[src/rtl/ballot_sequencer_pkg.sv]
// Shared definitions for the vote-accumulation sequencer.
// Contents: ciphertext size constants and the sequencer state enum.
package ballot_sequencer_pkg;

   localparam int REGISTER_SIZE        = 32;
   localparam int N_SQUARED_SIZE       = 4096;
   localparam int NUM_N_SQUARED_BLOCKS = N_SQUARED_SIZE / REGISTER_SIZE;

   typedef enum logic [2:0] {
      S_RECV    = 3'd0,
      S_WB      = 3'd1,
      S_RESULTS = 3'd2,
      S_DONE    = 3'd3,
      S_ERROR   = 3'd4
   } ballot_seq_state_t;

endpackage

[src/rtl/ballot_sequencer_if.sv]
// Handshake/status bundle between the ballot sequencer and its surroundings.
// master: the SPI receiver, the reducer and the results pipeline taken as a group
//         (they drive the *_in signals).
// slave : the sequencer (it drives the *_out signals).
interface ballot_sequencer_if #(
   parameter int COUNT_WIDTH = 16
);
   logic                   block_valid_in;
   logic                   tally_req_in;
   logic                   accum_write_valid_in;
   logic                   result_done_in;
   logic                   block_accept_out;
   logic                   read_next_out;
   logic                   flush_out;
   logic                   busy_out;
   logic                   done_out;
   logic                   error_out;
   logic [COUNT_WIDTH-1:0] ballot_count_out;
   logic [COUNT_WIDTH-1:0] drop_count_out;

   modport master (
      output block_valid_in, tally_req_in, accum_write_valid_in, result_done_in,
      input  block_accept_out, read_next_out, flush_out, busy_out, done_out,
             error_out, ballot_count_out, drop_count_out
   );

   modport slave (
      input  block_valid_in, tally_req_in, accum_write_valid_in, result_done_in,
      output block_accept_out, read_next_out, flush_out, busy_out, done_out,
             error_out, ballot_count_out, drop_count_out
   );
endinterface

[src/rtl/ballot_sequencer_sat_counter.sv]
// Saturating up-counter: counts inc_in pulses and holds at all-ones.
// Ports: clk_in, rst_in (sync, active high), inc_in, count_out.
module sat_counter #(
   parameter int WIDTH = 16
) (
   input  logic             clk_in,
   input  logic             rst_in,
   input  logic             inc_in,
   output logic [WIDTH-1:0] count_out
);

   always_ff @(posedge clk_in) begin
      if (rst_in) begin
         count_out <= '0;
      end else if (inc_in && (count_out != '1)) begin
         count_out <= count_out + 1'b1;
      end
   end

endmodule

[src/rtl/ballot_sequencer.sv]
// Ballot sequencer: admits one ciphertext at a time, paces accumulator reads,
// waits for the reduced product to be written back, then on a tally request
// flushes the results pipeline. Reports ballot, dropped-block and error status.
// Ports: clk_in, rst_in (sync, active high), bus (ballot_sequencer_if.slave).
//
// state     | meaning
// ----------+-------------------------------------------------------------
// S_RECV    | accepting blocks of the current ballot (idle when blk_idx=0)
// S_WB      | waiting for the reducer to write all blocks back
// S_RESULTS | flush asserted, waiting for result_done_in
// S_DONE    | results finished; left only by reset
// S_ERROR   | writeback timeout or protocol violation; left only by reset
module ballot_sequencer
   import ballot_sequencer_pkg::*;
#(
   parameter int NUM_BLOCKS     = NUM_N_SQUARED_BLOCKS,
   parameter int COUNT_WIDTH    = 16,
   parameter int TIMEOUT_CYCLES = 4194304
) (
   input  logic               clk_in,
   input  logic               rst_in,
   ballot_sequencer_if.slave  bus
);

   localparam int IDX_W = (NUM_BLOCKS > 2) ? $clog2(NUM_BLOCKS) : 1;
   localparam int TMR_W = (TIMEOUT_CYCLES > 2) ? $clog2(TIMEOUT_CYCLES) : 1;
   localparam logic [IDX_W-1:0] LAST_IDX = IDX_W'(NUM_BLOCKS - 1);
   localparam logic [TMR_W-1:0] TMR_LAST = TMR_W'(TIMEOUT_CYCLES - 1);

   ballot_seq_state_t state, state_nxt;
   logic [IDX_W-1:0]  blk_idx, blk_idx_nxt;
   logic [IDX_W-1:0]  wb_idx, wb_idx_nxt;
   logic [TMR_W-1:0]  timer, timer_nxt;
   logic              tally_pending, tally_pending_nxt;
   logic              error_q, error_nxt;
   logic              accept;
   logic              drop_inc;
   logic              ballot_inc;
   logic              tally_any;

   assign tally_any = tally_pending | bus.tally_req_in;

   always_ff @(posedge clk_in) begin
      if (rst_in) begin
         state         <= S_RECV;
         blk_idx       <= '0;
         wb_idx        <= '0;
         timer         <= '0;
         tally_pending <= 1'b0;
         error_q       <= 1'b0;
      end else begin
         state         <= state_nxt;
         blk_idx       <= blk_idx_nxt;
         wb_idx        <= wb_idx_nxt;
         timer         <= timer_nxt;
         tally_pending <= tally_pending_nxt;
         error_q       <= error_nxt;
      end
   end

   always_comb begin
      state_nxt         = state;
      blk_idx_nxt       = blk_idx;
      wb_idx_nxt        = wb_idx;
      timer_nxt         = timer;
      tally_pending_nxt = tally_pending;
      error_nxt         = error_q;
      accept            = 1'b0;
      drop_inc          = 1'b0;
      ballot_inc        = 1'b0;

      case (state)
         S_RECV: begin
            tally_pending_nxt = tally_any;
            if ((blk_idx == '0) && tally_any) begin
               // Ballot boundary: a block arriving with the tally is refused.
               drop_inc  = bus.block_valid_in;
               state_nxt = S_RESULTS;
            end else begin
               accept = bus.block_valid_in;
               if (bus.block_valid_in) begin
                  if (blk_idx == LAST_IDX) begin
                     blk_idx_nxt = '0;
                     wb_idx_nxt  = '0;
                     timer_nxt   = '0;
                     state_nxt   = S_WB;
                  end else begin
                     blk_idx_nxt = blk_idx + 1'b1;
                  end
               end
            end
            // The reducer has nothing to write back while blocks are arriving.
            if (bus.accum_write_valid_in) begin
               error_nxt = 1'b1;
               state_nxt = S_ERROR;
            end
         end

         S_WB: begin
            tally_pending_nxt = tally_any;
            drop_inc          = bus.block_valid_in;
            if (bus.accum_write_valid_in) begin
               timer_nxt = '0;
               if (wb_idx == LAST_IDX) begin
                  wb_idx_nxt = '0;
                  ballot_inc = 1'b1;
                  state_nxt  = tally_any ? S_RESULTS : S_RECV;
               end else begin
                  wb_idx_nxt = wb_idx + 1'b1;
               end
            end else if (timer == TMR_LAST) begin
               error_nxt = 1'b1;
               state_nxt = S_ERROR;
            end else begin
               timer_nxt = timer + 1'b1;
            end
         end

         S_RESULTS: begin
            drop_inc = bus.block_valid_in;
            if (bus.result_done_in) begin
               state_nxt = S_DONE;
            end
         end

         S_DONE: begin
            drop_inc = bus.block_valid_in;
         end

         S_ERROR: begin
            drop_inc = bus.block_valid_in;
         end

         default: begin
            error_nxt = 1'b1;
            state_nxt = S_ERROR;
         end
      endcase
   end

   assign bus.block_accept_out = accept;
   assign bus.read_next_out    = accept;
   assign bus.flush_out        = (state == S_RESULTS);
   assign bus.done_out         = (state == S_DONE);
   assign bus.busy_out         = !((state == S_RECV) && (blk_idx == '0));
   assign bus.error_out        = error_q;

   sat_counter #(.WIDTH(COUNT_WIDTH)) u_ballot_count (
      .clk_in    (clk_in),
      .rst_in    (rst_in),
      .inc_in    (ballot_inc),
      .count_out (bus.ballot_count_out)
   );

   sat_counter #(.WIDTH(COUNT_WIDTH)) u_drop_count (
      .clk_in    (clk_in),
      .rst_in    (rst_in),
      .inc_in    (drop_inc),
      .count_out (bus.drop_count_out)
   );

endmodule

[src/flat_wrapper.sv]
// flat-port wrapper written by rule: the top's interface ports become plain ports
module ballot_sequencer_flat import ballot_sequencer_pkg::*;
#(
   parameter int NUM_BLOCKS     = NUM_N_SQUARED_BLOCKS,
   parameter int COUNT_WIDTH    = 16,
   parameter int TIMEOUT_CYCLES = 4194304
)
  (clk_in, rst_in, bus_block_valid_in, bus_tally_req_in, bus_accum_write_valid_in, bus_result_done_in, bus_block_accept_out, bus_read_next_out, bus_flush_out, bus_busy_out, bus_done_out, bus_error_out, bus_ballot_count_out, bus_drop_count_out);
  ballot_sequencer_if #(.COUNT_WIDTH(COUNT_WIDTH)) bus_i ();
  input  logic clk_in;
  input  logic rst_in;
  input wire logic [$bits(bus_i.block_valid_in)-1:0] bus_block_valid_in;
  input wire logic [$bits(bus_i.tally_req_in)-1:0] bus_tally_req_in;
  input wire logic [$bits(bus_i.accum_write_valid_in)-1:0] bus_accum_write_valid_in;
  input wire logic [$bits(bus_i.result_done_in)-1:0] bus_result_done_in;
  output wire logic [$bits(bus_i.block_accept_out)-1:0] bus_block_accept_out;
  output wire logic [$bits(bus_i.read_next_out)-1:0] bus_read_next_out;
  output wire logic [$bits(bus_i.flush_out)-1:0] bus_flush_out;
  output wire logic [$bits(bus_i.busy_out)-1:0] bus_busy_out;
  output wire logic [$bits(bus_i.done_out)-1:0] bus_done_out;
  output wire logic [$bits(bus_i.error_out)-1:0] bus_error_out;
  output wire logic [$bits(bus_i.ballot_count_out)-1:0] bus_ballot_count_out;
  output wire logic [$bits(bus_i.drop_count_out)-1:0] bus_drop_count_out;
  assign bus_i.block_valid_in = bus_block_valid_in;
  assign bus_i.tally_req_in = bus_tally_req_in;
  assign bus_i.accum_write_valid_in = bus_accum_write_valid_in;
  assign bus_i.result_done_in = bus_result_done_in;
  assign bus_block_accept_out = bus_i.block_accept_out;
  assign bus_read_next_out = bus_i.read_next_out;
  assign bus_flush_out = bus_i.flush_out;
  assign bus_busy_out = bus_i.busy_out;
  assign bus_done_out = bus_i.done_out;
  assign bus_error_out = bus_i.error_out;
  assign bus_ballot_count_out = bus_i.ballot_count_out;
  assign bus_drop_count_out = bus_i.drop_count_out;
  ballot_sequencer #(.NUM_BLOCKS(NUM_BLOCKS), .COUNT_WIDTH(COUNT_WIDTH), .TIMEOUT_CYCLES(TIMEOUT_CYCLES)) u_core (.clk_in(clk_in), .rst_in(rst_in), .bus(bus_i));
endmodule
[config.mk]
export PLATFORM = sky130hd
export DESIGN_NAME = ballot_sequencer_flat
export DESIGN_NICKNAME = d
export VERILOG_FILES = /design/src/rtl/ballot_sequencer_pkg.sv /design/src/rtl/ballot_sequencer_if.sv /design/src/rtl/ballot_sequencer_sat_counter.sv /design/src/rtl/ballot_sequencer.sv /design/src/flat_wrapper.sv
export SDC_FILE = /design/constraint.sdc
export NUM_CORES = 1
export LEC_CHECK = 0
export ABC_CLOCK_PERIOD_IN_PS = 3800
export CAP_MARGIN = 20
export CORE_ASPECT_RATIO = 1.5
export CORE_MARGIN = 8
export CORE_UTILIZATION = 30
export CTS_BUF_LIST = sky130_fd_sc_hd__clkbuf_4 sky130_fd_sc_hd__clkbuf_8
export CTS_CLUSTER_SIZE = 14
export DETAILED_ROUTE_END_ITERATION = 10
export DONT_BUFFER_PORTS = 1
export PLACE_DENSITY_LB_ADDON = 0.2
export SLEW_MARGIN = 40
export SYNTH_ARGS = -nofsm -noshare
export SYNTH_HDL_FRONTEND = slang
export SYNTH_HIERARCHICAL = 1
export SYNTH_SLANG_ARGS = --single-unit
[constraint.sdc]
create_clock -name clk_in -period 3.8 [get_ports clk_in]
set_clock_uncertainty 0.15 [all_clocks]
set_input_delay 0.19 -clock clk_in [delete_from_list [all_inputs] [get_ports clk_in]]
set_output_delay 0.19 -clock clk_in [all_outputs]
set_load 0.05 [all_outputs]
**After elaboration in Yosys (flattened, before gate mapping)**

Cells that the tools add are included.

- Output and inout port bits: 38
- Word-level logic and storage cells: 90
- Input bits: 6
- Bits in registers: 73

- Muxes and demuxes: 34
- Eq/ne operators: 22
- Reductions and logical operators: 17
- $add $sub $neg: 5
- Bitwise gates (word level): 4

Operator list:

| cell | number |
|---|---|
| two-way mux 22 bit | 5 |
| one-hot mux 22 bit (2 select lines) | 1 |
| two-way mux 7 bit | 6 |
| adder 16 x 1 -> 16 bit (second input constant) | 2 |
| inequality test 16 bit (second input constant) | 2 |
| two-way mux 3 bit | 8 |
| adder 22 x 1 -> 22 bit (second input constant) | 1 |
| equality test 22 bit (second input constant) | 1 |
| adder 7 x 1 -> 7 bit (second input constant) | 2 |
| equality test 7 bit (second input constant) | 2 |
| one-hot mux 7 bit (2 select lines) | 1 |
| inequality test 2 bit (second input constant) | 6 |
| one-hot mux 3 bit (4 select lines) | 1 |
| AND reduction 5 bit | 2 |
| two-way mux 1 bit | 9 |
| logical NOT 7 bit | 1 |
| equality test 3 x 2 -> 1 bit (second input constant) | 2 |
| inequality test 3 x 2 -> 1 bit (second input constant) | 2 |
| AND reduction 6 bit | 1 |
| logical AND 1 bit | 4 |
| inequality test 2 x 1 -> 1 bit (second input constant) | 2 |
| inequality test 4 x 2 -> 1 bit (second input constant) | 1 |
| inequality test 4 x 3 -> 1 bit (second input constant) | 1 |
| AND reduction 4 bit | 1 |
| 15 further kinds | 18 |

**Logic depth before layout (Yosys ltp)**

Gate-level depths: netlist of the first run.

- Depth in word-level cells: 6
- Depth in mapped cells: 9
- Mapped depth without buffers: 9

**Cells and area by module**

The synthesis of the first run kept the hierarchy.

Modules (own cells, without submodules):

| module | sequential area each (um^2) | cells each | area each (um^2) | times used |
|---|---|---|---|---|
| ballot_sequencer | 820.8 | 289 | 2290.9 | 1 |
| sat_counter | 320.3 | 99 | 848.3 | 2 |

**Worst setup path before layout of the first run**

No wires, ideal clock.

- Kind: reg-to-reg
- From: reg u_core.blk_idx[2]
- To: reg u_core.u_drop_count.count_out[13]
- Data required time: 3580 ps
- Period minus slack after synthesis: 2716 ps
- Setup slack: 1084 ps
- Arrival time: 2496 ps
- Stages on the path, launching flop included: 8
- Library setup time: 70 ps
- Cell sequence: dfxtp_1 -> or4_4 -> o31ai_1 -> and3_1 -> nand2_1 -> clkbuf_1 -> or4_1 -> a21oi_1

- Cells in the longest elaborated chain, start to end: 5

RTL lines:

| what | RTL line | text |
|---|---|---|
| start: declaration | ballot_sequencer.sv:31 | `logic [IDX_W-1:0] blk_idx, blk_idx_nxt;` |
| start signal: assignment | ballot_sequencer.sv:53 | `blk_idx <= blk_idx_nxt;` |
| logical NOT 7 bit | ballot_sequencer.sv:75 | `if ((blk_idx == '0) && tally_any) begin` |
| logical AND 1 bit | ballot_sequencer.sv:75 |  |
| two-way mux 1 bit | ballot_sequencer.sv:75 |  |
| one-hot mux 1 bit (2 select lines) | ballot_sequencer.sv:72 | `case (state)` |
| named net u_core.drop_inc | ballot_sequencer.sv:37 | `logic drop_inc;` |
| logical AND 1 bit | ballot_sequencer_sat_counter.sv:15 | `end else if (inc_in && (count_out != '1)) begin` |
| end signal: assignment | ballot_sequencer_sat_counter.sv:16 | `count_out <= count_out + 1'b1;` |
| end: declaration | ballot_sequencer_sat_counter.sv:9 | `output logic [WIDTH-1:0] count_out` |

The timed path passes the listed nets, and every way through them passes these cells.
A chain may end at the register's enable or synchronous reset.

**Worst setup path after layout of the first run**

- From: reg u_core.blk_idx[2]
- To: reg u_core.u_drop_count.count_out[11]

The elaborated chain is that of the path after synthesis.

==> impl_metrics.tcl, run 1 <==
set metrics [dict create \
    outcome "finished, final reports clean" \
    cts_buffer_depth 2 \
    clock.fmax_mhz 315 \
    grt_setup_unrepaired "false" \
    drv_slew 0 \
    drive_gt1_share_pct 10.0 \
    synth-seq-cells 73 \
    finalHoldViolCount 0 \
    synth.distinct_cells 57 \
    regArea_mm2 0.00146 \
    htree_num_levels 3 \
    path_max_fanout 11 \
    period_needed_ns 3.17 \
    gr-total-overflow 0 \
    insertion_delay_ns 0.35 \
    first_global_vias 3432 \
    die_area_mm2 0.0173 \
    worstPathRequired_ns 3.90 \
    cellPowerDensity_mw_per_mm2 416 \
    crit_type "register to register" \
    critical_path_arrival_ns 3.27 \
    cts_tree "built" \
    syn_inst 487 \
    num_antenna_cells 0 \
    setup_viol 0 \
    final_common_cell "dfxtp_1" \
    ys_async_sr_fraction_pct 0 \
    ys_seq_area_share_pct 36.6 \
    die_x_um 110 \
    slew_headroom_pct 46.9 \
    synth_area_mm2 0.00399 \
    synthFlopType "dfxtp_1" \
    worst_pin_slew_ns 0.790 \
    drt_drc_violations_left 0 \
    core_mm2 0.0130 \
    start_util_pct 30.6 \
    vias 3769 \
    io_buffers 0 \
    ctsHoldBuffers 4 \
    syn_area_per_cell_um2 8.19 \
    r2r_cells 6 \
    finalCritPeriodShare_pct 83.5 \
    fillers 1358 \
    clock_sinks 73 \
    via_per_inst 5.74 \
    postLayoutCoreUtil_pct 34.9 \
    ctsResizeCount 0 \
    grt_pass1_wl_mm 17.4 \
    wl_mm 10.7 \
    power_leakage_nw 1.41 \
    grt.total_usage_pct 12.5 \
    tns_ns 0 \
    synth_edf_count 0 \
    crit_path_end_kind "register" \
    hpwlAfterDp_mm 7.39 \
    final_cell_mix "73 x dfxtp_1, 47 x a21oi_1, 36 x nor2_1, 36 x nand2_1, 32 x nand3_1" \
    worstSetupStartpointType "register" \
    syn-num-nets 499 \
    timing.hold.ws_ns 0.0431 \
    maxCapViolations 0 \
    finalPower_mw 1.89 \
    clkSlewWorstSetupHoldPaths_ns 0.08 \
    rows 51 \
    peakVddDrop_v 0.000179 \
    finalWeightedCongestion 0.810 \
    hp-class "input pin to register" \
    grt_start_max_net_pins 67 \
    ioPinCount 44 \
    multi_input_comb_area_mm2 0.00241 \
    areaGrowthSynthToFinish_pct 13.8 \
    final_nets 505 \
    detail-route-antenna-nets 0 \
    drt_iter0_markers 275 \
    min_delay_path_depth 2 \
    cts-root-buf "clkbuf_8" \
    yosysWarningCount 6 \
    die_y_um 157 \
    cts_made_buffers 9 \
    dr.pass1.iters 4 \
    cts_setup_buffers 0 \
    antenna_found_initial 0 \
    wl_per_cell_um 16.3 \
]
## synth_stat cells, types with 4 or more instances
library cell / number / area share [%]
dfxtp_1: 73 / 37
a21oi_1: 47 / 5.9
nand2_1: 36 / 3.4
nor2_1: 36 / 3.4
nand3_1: 32 / 4.0
o21ai_0: 20 / 2.5
o31ai_1: 20 / 3.8
or4_1: 19 / 3.6
nor3_1: 17 / 2.1
nand4_1: 15 / 2.4
or3_1: 15 / 2.4
clkbuf_1: 14 / 1.3
inv_1: 13 / 1.2
a31oi_1: 10 / 1.6
and4_1: 9 / 2.0
a311oi_1: 8 / 1.8
and3_1: 8 / 1.3
nor4_1: 7 / 1.1
ha_1: 6 / 1.9
nand2b_1: 6 / 0.94
buf_2: 5 / 0.63
xnor2_1: 5 / 1.1
a21o_1: 4 / 0.75
nor2b_1: 4 / 0.63
xor2_1: 4 / 0.88
## power breakdown
group | internal (mW) | switching [mW] | total [mW]
clock | 0.490 | 0.307 | 0.798
combinational | 0.0739 | 0.166 | 0.240
sequential | 0.784 | 0.0641 | 0.848
## layout make-up
type | count | share of cell area (%)
Clock buffer | 12 | 3.64
Clock inverter | 4 | 2.15
Inverter | 13 | 1.08
Multi-Input combinational cell | 379 | 53.1
Sequential cell | 73 | 32.2
Tap cell | 159 | 4.39
Timing Repair Buffer | 17 | 3.42
## metrics by stage
step | instance area (µm²) | worst slack, ns | instances
finish | 4540 | 0.627 | 657
global route | 4540 | 0.421 | 657
global placement | 4190 | 0.807 | 635
detailed placement | 4200 | 0.689 | 635
floorplan | 3990 | 1.08 | 487
CTS | 4520 | 0.679 | 655
## registers in the layout, summed over array words and instances, names as in the netlist
register / count
u_core/blk_idx: 7
u_core/bus.error_out: 1
u_core/state: 3
u_core/tally_pending: 1
u_core/timer: 22
u_core/u_ballot_count/count_out: 16
u_core/u_drop_count/count_out: 16
u_core/wb_idx: 7
## path summary, 6_finish.rpt
check	startpoint	to	slack [ns]
worst min-delay path	rst_in	u_core/u_ballot_count/count_out[10]	0.04
worst min register to register	u_core/wb_idx[6]	u_core/wb_idx[6]	0.32
worst max-delay path	u_core/blk_idx[2]	u_core/u_drop_count/count_out[11]	0.63
worst max register to register	u_core/blk_idx[2]	u_core/u_drop_count/count_out[11]	0.63
## critical path, cell delays in order (launching register included)
cell and delay (ns):
dfxtp_1 0.37, or4_4 0.58, o31ai_1 0.55, and3_1 0.40, nand2_1 0.28, nor4bb_1 0.39
mux2_2 0.37
## cell families after synthesis
kind of cell / synth area share (%)
buffers and inverters: 3.55
xor gates and xnor gates: 1.98
and+or+nand+nor: 33.0
AOI/OAI and AO/OA: 21.7
muxes: 1.32
adders and majority gates: 1.88
DFF: 36.6
## layer usage
layer  track usage, %  vias up  routed length, µm
li1                 -     1893                  -
met1             13.8     1801               4530
met2             21.5       64               5410
met3             4.05       11                642
met4             4.91        0                139
met5                0        -                  0
(Power assumes the default switching activity.)
==> run 2, diff against run 1 <==
--- a/config.mk
+++ b/config.mk
@@ -5,7 +5,7 @@
 export SDC_FILE = /design/constraint.sdc
 export NUM_CORES = 1
 export LEC_CHECK = 0
-export ABC_CLOCK_PERIOD_IN_PS = 3800
+export ABC_CLOCK_PERIOD_IN_PS = 2800
 export CAP_MARGIN = 20
 export CORE_ASPECT_RATIO = 1.5
 export CORE_MARGIN = 8
==> constraint.sdc (replaced) <==
create_clock -name clk_in -period 2.8 [get_ports clk_in]
set_clock_uncertainty 0.15 [all_clocks]
set_input_delay 0.14 -clock clk_in [delete_from_list [all_inputs] [get_ports clk_in]]
set_output_delay 0.14 -clock clk_in [all_outputs]
set_load 0.05 [all_outputs]
==> impl_metrics.tcl, run 2 (synthesized netlist as in run 1, its figures left out) <==
set metrics [dict create \
    outcome "finished, final reports clean" \
    timing.hold.ws_ns 0.0111 \
    worstPathRequired_ns 2.91 \
    min_delay_path_depth 4 \
    clkSlewWorstSetupHoldPaths_ns 0.09 \
    top_layer "met4" \
    switchingPower_mw 0.742 \
    power_leakage_nw 1.59 \
    core_mm2 0.0130 \
    gr-total-overflow 0 \
    finalHoldViolCount 0 \
    dp_cells 675 \
    clkPwrFrac_pct 36.2 \
    worst_pin_slew_ns 0.693 \
    power.share.sequential_pct 46.6 \
    p_sw_share_pct 31.1 \
    route.met3.wl_um 547 \
    setup_viol 0 \
    wl_met1_mm 4.72 \
    vias 3942 \
    tns_ns 0 \
    ioPinCount 44 \
    htree_num_levels 3 \
    first_global_vias 3710 \
    finalWeightedCongestion 0.790 \
    drv_slew 0 \
    critical_path_arrival_ns 2.71 \
    r2r_cells 6 \
    clock.fmax_mhz 383 \
    wl_mm 11.0 \
    worstSetupStartpointType "register" \
    cellPowerDensity_mw_per_mm2 500 \
    die_y_um 157 \
    regMostFlops "u_core/timer" \
    io_buffers 0 \
    final_common_cell "dfxtp_1" \
    insertion_delay_ns 0.36 \
    largest_reg_flops 22 \
    die_area_mm2 0.0173 \
    cts-root-buf "clkbuf_8" \
    wl_met2_mm 5.52 \
    final_cells 697 \
    antenna_found_initial 0 \
    areaGrowthSynthToFinish_pct 19.6 \
    cts_tree "built" \
    cts_made_buffers 9 \
    hp-class "input pin to register" \
    period_needed_ns 2.61 \
    wl_per_cell_um 15.8 \
    peakVddDrop_v 0.000187 \
    regArea_mm2 0.00146 \
    cts_buffer_depth 2 \
    maxCapViolations 0 \
    path_max_fanout 11 \
    drt_drc_violations_left 0 \
    final_nets 545 \
    rows 51 \
    final_cell_mix "73 x dfxtp_1, 51 x buf_4, 47 x a21oi_1, 36 x nor2_1, 36 x nand2_1" \
    detail-route-antenna-nets 0 \
    grt.total_usage_pct 13.1 \
    finalCritPeriodShare_pct 93.1 \
    grt_pass1_wl_mm 18.2 \
    largestRegisters "u_core/timer: 22 flops, u_core/u_ballot_count/count_out: 16 flops, u_core/u_drop_count/count_out: 16 flops" \
    drive_gt1_share_pct 16.4 \
    die_x_um 110 \
    hpwlAfterDp_mm 7.78 \
    crit_type "register to register" \
    fillers 1335 \
    start_util_pct 30.6 \
    multi_input_comb_area_mm2 0.00240 \
    via_per_inst 5.66 \
    grt_start_max_net_pins 67 \
    dr.pass1.iters 7 \
    p_int_mw 1.64 \
    drt_iter0_markers 301 \
    crit_path_end_kind "register" \
    power_frac_comb_pct 17.2 \
    slew_headroom_pct 53.4 \
    grt_setup_unrepaired "false" \
    num_antenna_cells 0 \
    clock_sinks 73 \
]
==> run 2: cell types whose count changed in the layout (fill, tap and decap cells not counted), sizes merged <==
cell and change:
clkinv +2, dlygate4sd3 +2, bufinv -2, buf +38, clkbuf -1, clkinvlp +1
==> run 2: critical path: stages, from the launching register on <==
cell	delay, ns
dfxtp_1	0.37
or4_4	0.56
o31ai_2	0.23
and3_2	0.27
nand2_1	0.23
nor4bb_1	0.35
mux2_2	0.36
==> run 2: metal layers <==
metal,track usage (%),up-vias
met5,0,-
met4,5.74,0
met3,2.95,19
met2,22.7,75
met1,14.8,1878
li1,-,1970
==> run 2: metrics by stage <==
| step | instance area (µm²) | setup slack (ns) | utilization, % | total power, mW |
|---|---|---|---|---|
| 6_report | 4770 | 0.192 | 36.6 | 2.39 |
| 5_1_grt | 4770 | 0.0162 | 36.6 | 2.50 |
| 4_1_cts | 4760 | 0.134 | 36.6 | 2.41 |
| 3_5_place_dp | 4490 | 0.150 | 34.5 | 1.52 |
| 3_3_place_gp | 4490 | 0.179 | 34.5 | 1.52 |
| 2_1_floorplan | 3990 | 0.0835 | - | 1.40 |
==> run 2: power groups by stage <==
stage	Sequential [mW]	Clock (mW)	Combinational, mW
floorplan	1.14	0	0.262
global placement	1.14	0	0.378
detailed placement	1.14	0	0.380
CTS	1.11	0.889	0.409
global route	1.12	0.936	0.448
finish	1.11	0.863	0.411
==> run 2: cell type report <==
cell class	instances	share of cell area, %
multi-input cells	379	50.3
flip-flops and latches	73	30.6
clock inverters	5	1.15
clock buffers	11	3.04
inverters	13	1.02
well taps	159	4.17
repair buffers	57	9.65
==> run 2: path summary, 6_finish.rpt <==
path	end	startpoint	slack, ns
max reg2reg	u_core/u_drop_count/count_out[11]	u_core/blk_idx[3]	0.19
max	u_core/u_drop_count/count_out[11]	u_core/blk_idx[3]	0.19
min	u_core/state[0]	bus_result_done_in	0.01
min reg2reg	u_core/tally_pending	u_core/tally_pending	0.33
==> run 2: repair_timing <==
action                     in CTS  in global routing
hold endpoints to repair       69                  0
buffers inserted                0                  0
resized for setup               0                  2
hold buffers                    6                  0
setup endpoints to repair       0                  5
